--- src/rtl/clk_div_prog.sv ---
// rtl/clk_div_prog.sv - runtime-programmable integer clock divider (N >= 2) with tick strobe
// Optional 50% duty for odd ratios: define CLK_DIV_ODD_DUTY50_EN.
module clk_div_prog #(
  parameter int CNT_W       = 16,
  parameter int DIV_DEFAULT = 4
) (
  input  logic             clk,
  input  logic             rst_n,
  input  logic             en,
  input  logic [CNT_W-1:0] div_val,
  input  logic             div_load,
  output logic             clk_out,
  output logic             tick,
  output logic             pending,
  output logic             cfg_err
);

  typedef enum logic {
    IDLE = 1'b0,
    RUN  = 1'b1
  } state_e;

  state_e           state_q, state_d;
  logic [CNT_W-1:0] cnt_q, cnt_d;
  logic [CNT_W-1:0] ratio_q, ratio_d;
  logic [CNT_W-1:0] pend_val_q, pend_val_d;
  logic             pend_q, pend_d;
  logic             clk_q, clk_d;
  logic             tick_q, tick_d;
  logic             err_q, err_d;

  logic             load_bad;
  logic [CNT_W-1:0] load_val;
  logic [CNT_W-1:0] last_cnt;
  logic [CNT_W-1:0] high_len;
  logic             wrap;

  assign load_bad = div_val < CNT_W'(2);
  assign load_val = load_bad ? CNT_W'(2) : div_val;
  assign last_cnt = ratio_q - CNT_W'(1);
  assign wrap     = (cnt_q == last_cnt);

`ifdef CLK_DIV_ODD_DUTY50_EN
  // Posedge term covers floor(N/2) cycles; the negedge flop adds the half cycle for odd N.
  assign high_len = ratio_q >> 1;
`else
  // ceil(N/2) built without forming N+1, so N = 2^CNT_W-1 cannot overflow.
  assign high_len = (ratio_q >> 1) + {{(CNT_W-1){1'b0}}, ratio_q[0]};
`endif

  always_comb begin
    state_d    = en ? RUN : IDLE;
    cnt_d      = cnt_q;
    ratio_d    = ratio_q;
    pend_val_d = pend_val_q;
    pend_d     = pend_q;
    clk_d      = 1'b0;
    tick_d     = 1'b0;
    err_d      = div_load ? load_bad : err_q;

    if (state_d == RUN) begin
      clk_d  = (cnt_q < high_len);
      tick_d = (cnt_q == '0);
      cnt_d  = wrap ? '0 : cnt_q + CNT_W'(1);
      if (wrap) begin
        if (div_load) begin
          ratio_d = load_val;
          pend_d  = 1'b0;
        end else if (pend_q) begin
          ratio_d = pend_val_q;
          pend_d  = 1'b0;
        end
      end else if (div_load) begin
        pend_val_d = load_val;
        pend_d     = 1'b1;
      end
    end else begin
      cnt_d = '0;
      // Dropping en ends the period, so a waiting ratio takes effect here.
      if (state_q == RUN && pend_q) begin
        ratio_d = pend_val_q;
        pend_d  = 1'b0;
      end
      if (div_load) begin
        ratio_d = load_val;
        pend_d  = 1'b0;
      end
    end
  end

  always_ff @(posedge clk or negedge rst_n) begin
    if (!rst_n) begin
      state_q    <= IDLE;
      cnt_q      <= '0;
      ratio_q    <= CNT_W'(DIV_DEFAULT);
      pend_val_q <= '0;
      pend_q     <= 1'b0;
      clk_q      <= 1'b0;
      tick_q     <= 1'b0;
      err_q      <= 1'b0;
    end else begin
      state_q    <= state_d;
      cnt_q      <= cnt_d;
      ratio_q    <= ratio_d;
      pend_val_q <= pend_val_d;
      pend_q     <= pend_d;
      clk_q      <= clk_d;
      tick_q     <= tick_d;
      err_q      <= err_d;
    end
  end

`ifdef CLK_DIV_ODD_DUTY50_EN
  logic odd_q;
  logic neg_q;

  always_ff @(posedge clk or negedge rst_n) begin
    if (!rst_n) begin
      odd_q <= 1'b0;
    end else begin
      odd_q <= (state_d == RUN) & ratio_q[0];
    end
  end

  always_ff @(negedge clk or negedge rst_n) begin
    if (!rst_n) begin
      neg_q <= 1'b0;
    end else begin
      neg_q <= (state_q == RUN) ? (clk_q & odd_q) : 1'b0;
    end
  end

  assign clk_out = clk_q | neg_q;
`else
  assign clk_out = clk_q;
`endif

  assign tick    = tick_q;
  assign pending = pend_q;
  assign cfg_err = err_q;

endmodule
--- config.mk ---
export PLATFORM = sky130hd
export DESIGN_NAME = clk_div_prog
export DESIGN_NICKNAME = d
export VERILOG_FILES = /design/src/rtl/clk_div_prog.sv
export SDC_FILE = /design/constraint.sdc
export NUM_CORES = 1
export LEC_CHECK = 0
export ABC_AREA = 1
export BUFFER_PORTS_ARGS = -buffer_cell sky130_fd_sc_hd__buf_2
export CORE_ASPECT_RATIO = 1.25
export CORE_MARGIN = 4
export CORE_UTILIZATION = 48
export CTS_CLUSTER_SIZE = 28
export DETAILED_ROUTE_END_ITERATION = 10
export GPL_ROUTABILITY_DRIVEN = 0
export HOLD_SLACK_MARGIN = 0.08
export PLACE_DENSITY = 0.64
export SETUP_SLACK_MARGIN = 0.3
export SLEW_MARGIN = 20
export SYNTH_ARGS = -nofsm -noshare
export SYNTH_HDL_FRONTEND = slang
export SYNTH_SLANG_ARGS = --single-unit
--- constraint.sdc ---
create_clock -name clk -period 5.04 [get_ports clk]
set_input_delay 1.512 -clock clk [delete_from_list [all_inputs] [get_ports clk]]
set_output_delay 1.512 -clock clk [all_outputs]
set_load 0.05 [all_outputs]
Yosys cells after proc, flatten, opt, wreduce, memory -nomap -nowiden --
Index checks and enable logic that the tools add are counted.
Operators by class: add/sub/neg operators 3, magnitude comparators 2, equality and inequality tests 4, multiplexer cells 17, bitwise gates (word level) 1, reductions and logical operators 6
Operators by type and width (number):
- 2-to-1 mux 16 bit | 9
- adder 15 x 1 -> 16 bit | 1
- adder 16 x 1 -> 16 bit (second input constant) | 1
- equality test 16 bit | 1
- zero test 16 bit | 1
- < comparator 16 bit | 1
- < comparator 16 x 2 -> 1 bit (second input constant) | 1
- subtractor 16 x 1 -> 16 bit (second input constant) | 1
- 2-to-1 mux 1 bit | 8
- != test 3 x 2 -> 1 bit (second input constant) | 2
- AND reduction 3 bit | 2
- nonzero test 3 bit | 1
- != test 2 x 1 -> 1 bit (second input constant) | 1
- AND reduction 2 bit | 1
- logical AND 1 bit | 1
- inverter 1 bit | 1
Word-level totals: flip-flop bits (word level) 53, input port bits 20, output and inout bits 4, logic and storage cells 41

Depth between registers and ports, before layout --
depth in word-level cells 5, mapped depth 17, depth with buffers taken out 16

Worst setup path before layout --
No wires, ideal clock.
path type input -> register, start point in div_load, end point reg ratio_q[5], setup time 0.117 ns, arrival time 2.508 ns, required time 4.923 ns, slack 2.415 ns, cell stages on the path 8, buffers on the path 2, cells stage by stage clkbuf_1 -> inv_1 -> nand3_1 -> o31ai_1 -> clkinv_1 -> clkbuf_1 -> nand3_1 -> nand2_1
Between the ends: longest elaborated chain between the ends 3, elaborated cells on any way between the ends 7, those cells by class 1 x eq/ne; 4 x mux; 2 x reduce/logical
Ends and longest elaborated chain:
- start: declaration | line 11 | input logic div_load,
- 2-to-1 mux 16 bit | line 66 | if (div_load) begin
- 2-to-1 mux 16 bit | line 65 | if (wrap) begin
- 2-to-1 mux 16 bit | line 61 | if (state_d == RUN) begin
- end signal: assignment | line 95 | ratio_q <= CNT_W'(DIV_DEFAULT);
- end signal: assignment | line 104 | ratio_q <= ratio_d;
- end: declaration | line 25 | logic [CNT_W-1:0] ratio_q, ratio_d;
Parallel ways exist; a longest one is shown, timed or not. The select of a mux whose other input is x is not followed. A chain may end at the register's enable or synchronous reset.

Final worst setup path --
start point reg ratio_q[0], end point reg ratio_q[4]
Between the ends: longest elaborated chain between the ends 4
Ends and longest elaborated chain:
- subtractor 16 x 1 -> 16 bit | line 40 | assign last_cnt = ratio_q - CNT_W'(1);
- equality test 16 bit | line 41 | assign wrap = (cnt_q == last_cnt);
- != test 2 x 1 -> 1 bit (no line)
- AND reduction 3 bit (no line)
Every way passes these cells.

==> results.py <==
metrics = {
    "clock_network": {
        "post_cts_resize_count": 0,
        "clk_pin_slew_worst_paths_ns": 0.09,
        "cts_setup_buffers": 0,
        "clk-insertion-delay-late_ns": 0.31,
        "cts_buffers": 5,
        "htree_num_levels": 2,
        "clock-sinks": 53,
        "cts_buffer_depth": 2,
        "cts_tree": "done",
        "cts_hold_buf": 0,
        "root_buffer": "clkbuf_8",
    },
    "detailed_routing": {
        "avgRoutedWirePerCell_um": 13.41,
        "routed_wl_mm": 8.702,
        "vias": 3316,
        "drc": 0,
        "ant_nets": 0,
        "firstDrtPassIters": 4,
        "drt_iter0_drc": 133,
        "vias_per_cell": 5.109,
    },
    "placed_design": {
        "port_buffers": 23,
        "dp_hpwl_mm": 6.723,
        "post-place-ws_ns": 1.631,
    },
    "worst_setup_path": {
        "cp_slowest_cell": "nand2_2",
        "cp_data_arrival_time_ns": 3.60,
        "cp_common_cell": "nand2_1",
        "setup.worst_path.start_class": "register",
        "path_class": "register to register",
        "required_ns": 5.24,
        "endpoint_kind": "register",
        "path_max_fanout": 31,
        "path_cells": "inv_1 > ha_1 > xnor2_1 > a21oi_1 > nand3_1 > nor3_1 > nand2_1 > nand2_2 > nand2_2 > nand2_1 > nand2_1",
        "cpPeakStageDelay_ns": 0.67,
    },
    "yosys": {
        "synth.avg_cell_area_um2": 6.966,
        "async_flop_share_pct": 100.0,
        "synth_flop_cell": "dfrtp_1",
        "syn_area_mm2": 0.003817,
        "synth_edf_count": 0,
        "netlist.area_leader.share_pct": 34.09,
        "synth.area.top_cells": "dfrtp_1 34%, nand2_1 18%, ha_1 6.6%",
        "syn_inst": 548,
        "ys_seq_area_share_pct": 34.78,
        "synth_area_leader_cell": "dfrtp_1",
        "ys_warn_count": 0,
        "ys_ff_latch": 53,
        "synth_cell_types": 32,
        "synth_fp_nets": 588,
    },
    "timing": {
        "whs_ns": 0.4786,
        "setup_viol": 0,
        "tns_ns": 0,
        "finClkSkew_ns": 0.003233,
        "grt_setup_unrepaired": "no",
        "fin_ws_ns": 1.647,
        "max_freq_mhz": 294.7,
        "final-hold-violation-count": 0,
        "post-route-period-util_pct": 67.33,
        "slew-limit-headroom_pct": 47.89,
        "slew_violations": 0,
        "worstMarginPinSlew_ns": 0.7798,
        "finalCriticalPeriod_ns": 3.393,
    },
    "pwr": {
        "total_power_uw": 1155,
        "power.density_cell_area_mw_per_mm2": 286.3,
        "vdd_drop_max_uv": 176.6,
        "power.leakage_uw": 0.002108,
    },
    "finish": {
        "syn_to_final_growth_pct": 5.670,
        "nNetsFinal": 593,
        "diodes": 0,
        "drive_above_1_share_pct": 9.206,
        "post-route-util_pct": 51.77,
    },
    "die": {
        "initial_core_util_pct": 48.99,
        "core_region_area_mm2": 0.007792,
        "rows": 36,
        "ioPinCount": 24,
        "die_w_um": 87.77,
        "die_area_mm2": 0.009453,
        "die_h_um": 107.7,
    },
    "grt": {
        "first_global_vias": 3296,
        "overflow": 0,
        "antenna_found_initial": 0,
        "grt_pass1_wl_mm": 15.29,
        "grt_max_degree": 54,
        "grt_util_all_layers_pct": 20.40,
    },
    "hold_path": {
        "min_path_type": "register to register",
    },
    "flow_run": {
        "cap_violations": 0,
    },
    "outcome": {
        "status": "complete, no violations",
    },
}
[registers in the layout, summed over array words and instances (netlist names)]
register / flops
cfg_err: 1
clk_out: 1
cnt_q: 16
pend_val_q: 16
pending: 1
ratio_q: 16
state_q: 1
tick: 1
[final cells by class]
type / count / area, µm²
multi-input combinational: 422 / 2165
fill: 794 / 3759
sequential: 53 / 1328
tap: 95 / 118.9
clock buffer: 6 / 82.58
clock inverter: 2 / 37.54
inverter: 46 / 172.7
timing repair buffer: 25 / 130.1
[stage by stage]
| step | cell area [µm²] | std cells |
|---|---|---|
| floorplan | 3817 | 548 |
| global placement | 3914 | 641 |
| detailed placement | 3914 | 641 |
| CTS | 4034 | 649 |
| global route | 4034 | 649 |
| finish | 4034 | 649 |
[critical path: cells and delay by family (launching register included)]
family                     cells  cell delay [ns]
AOI/OAI and AO/OA              1             0.14
and+or+nand+nor                7             2.06
xor gates and xnor gates       1             0.13
buffers and inverters          1             0.13
adders and majority gates      1             0.35
DFF                            1             0.44
[path summary, 6_finish.rpt]
path,start,to,depth (start not counted),slack [ns]
max reg2reg,ratio_q[0]$_DFFE_PN0P_,ratio_q[4]$_DFFE_PN0P_,11,1.65
max,ratio_q[0]$_DFFE_PN0P_,ratio_q[4]$_DFFE_PN0P_,11,1.65
min in group asynchronous,rst_n,pend_val_q[1]$_DFFE_PN0P_,2,1.30
min,pend_val_q[14]$_DFFE_PN0P_,pend_val_q[14]$_DFFE_PN0P_,2,0.48
min reg2reg,pend_val_q[14]$_DFFE_PN0P_,pend_val_q[14]$_DFFE_PN0P_,2,0.48
max in group asynchronous,rst_n,cnt_q[8]$_DFF_PN0_,2,3.28
[placed cells by master (no fill, tap or decap), drive strengths merged]
cell type  instances
dfrtp             52
nand2            193
nand3             45
o31ai              2
xnor2             10
and3b              1
clkbuf             6
a21oi             12
ha                20
o22ai              1
nor2              66
nor4               2
dfstp              1
o21bai             1
o211ai             1
clkinv             1
buf               25
nor3               8
bufinv             1
nand3b             3
xor2              22
nand4             25
o21ai             10
clkinvlp           1
inv               45
[where the power goes]
| group | switching (µW) | internal, µW |
|---|---|---|
| registers | 69.3 | 468 |
| clock network | 140 | 162 |
| logic | 196 | 120 |
[kinds of logic (layout without fill, tap and decap cells)]
kind of cell               after synthesis  count (layout)  synth area share, %
AOI/OAI and AO/OA                       27              27                3.835
and+or+nand+nor                        343             343                38.97
adders and majority gates               20              20                6.555
xor gates and xnor gates                32              32                7.342
buffers and inverters                   73              79                8.521
DFF                                     53              53                34.78
[cell usage after synthesis, types with 10 or more instances]
| library cell | n |
|---|---|
| nor2_1 | 57 |
| inv_1 | 43 |
| xnor2_1 | 10 |
| dfrtp_1 | 52 |
| xor2_1 | 22 |
| nand2_1 | 188 |
| buf_2 | 10 |
| ha_1 | 20 |
| o21ai_0 | 10 |
| nand4_1 | 25 |
| nand3_1 | 44 |
| a21oi_1 | 12 |
[per-layer routing]
| layer | track usage, % | vias to the layer above | share of wire (%) |
|---|---|---|---|
| met5 | 0 | - | 0 |
| met4 | 6.140 | 0 | 1.3 |
| met3 | 3.292 | 7 | 2.6 |
| met2 | 36.91 | 46 | 52 |
| met1 | 24.30 | 1508 | 45 |
| li1 | - | 1755 | - |
No activity file was read; power rests on OpenSTA's default activity.
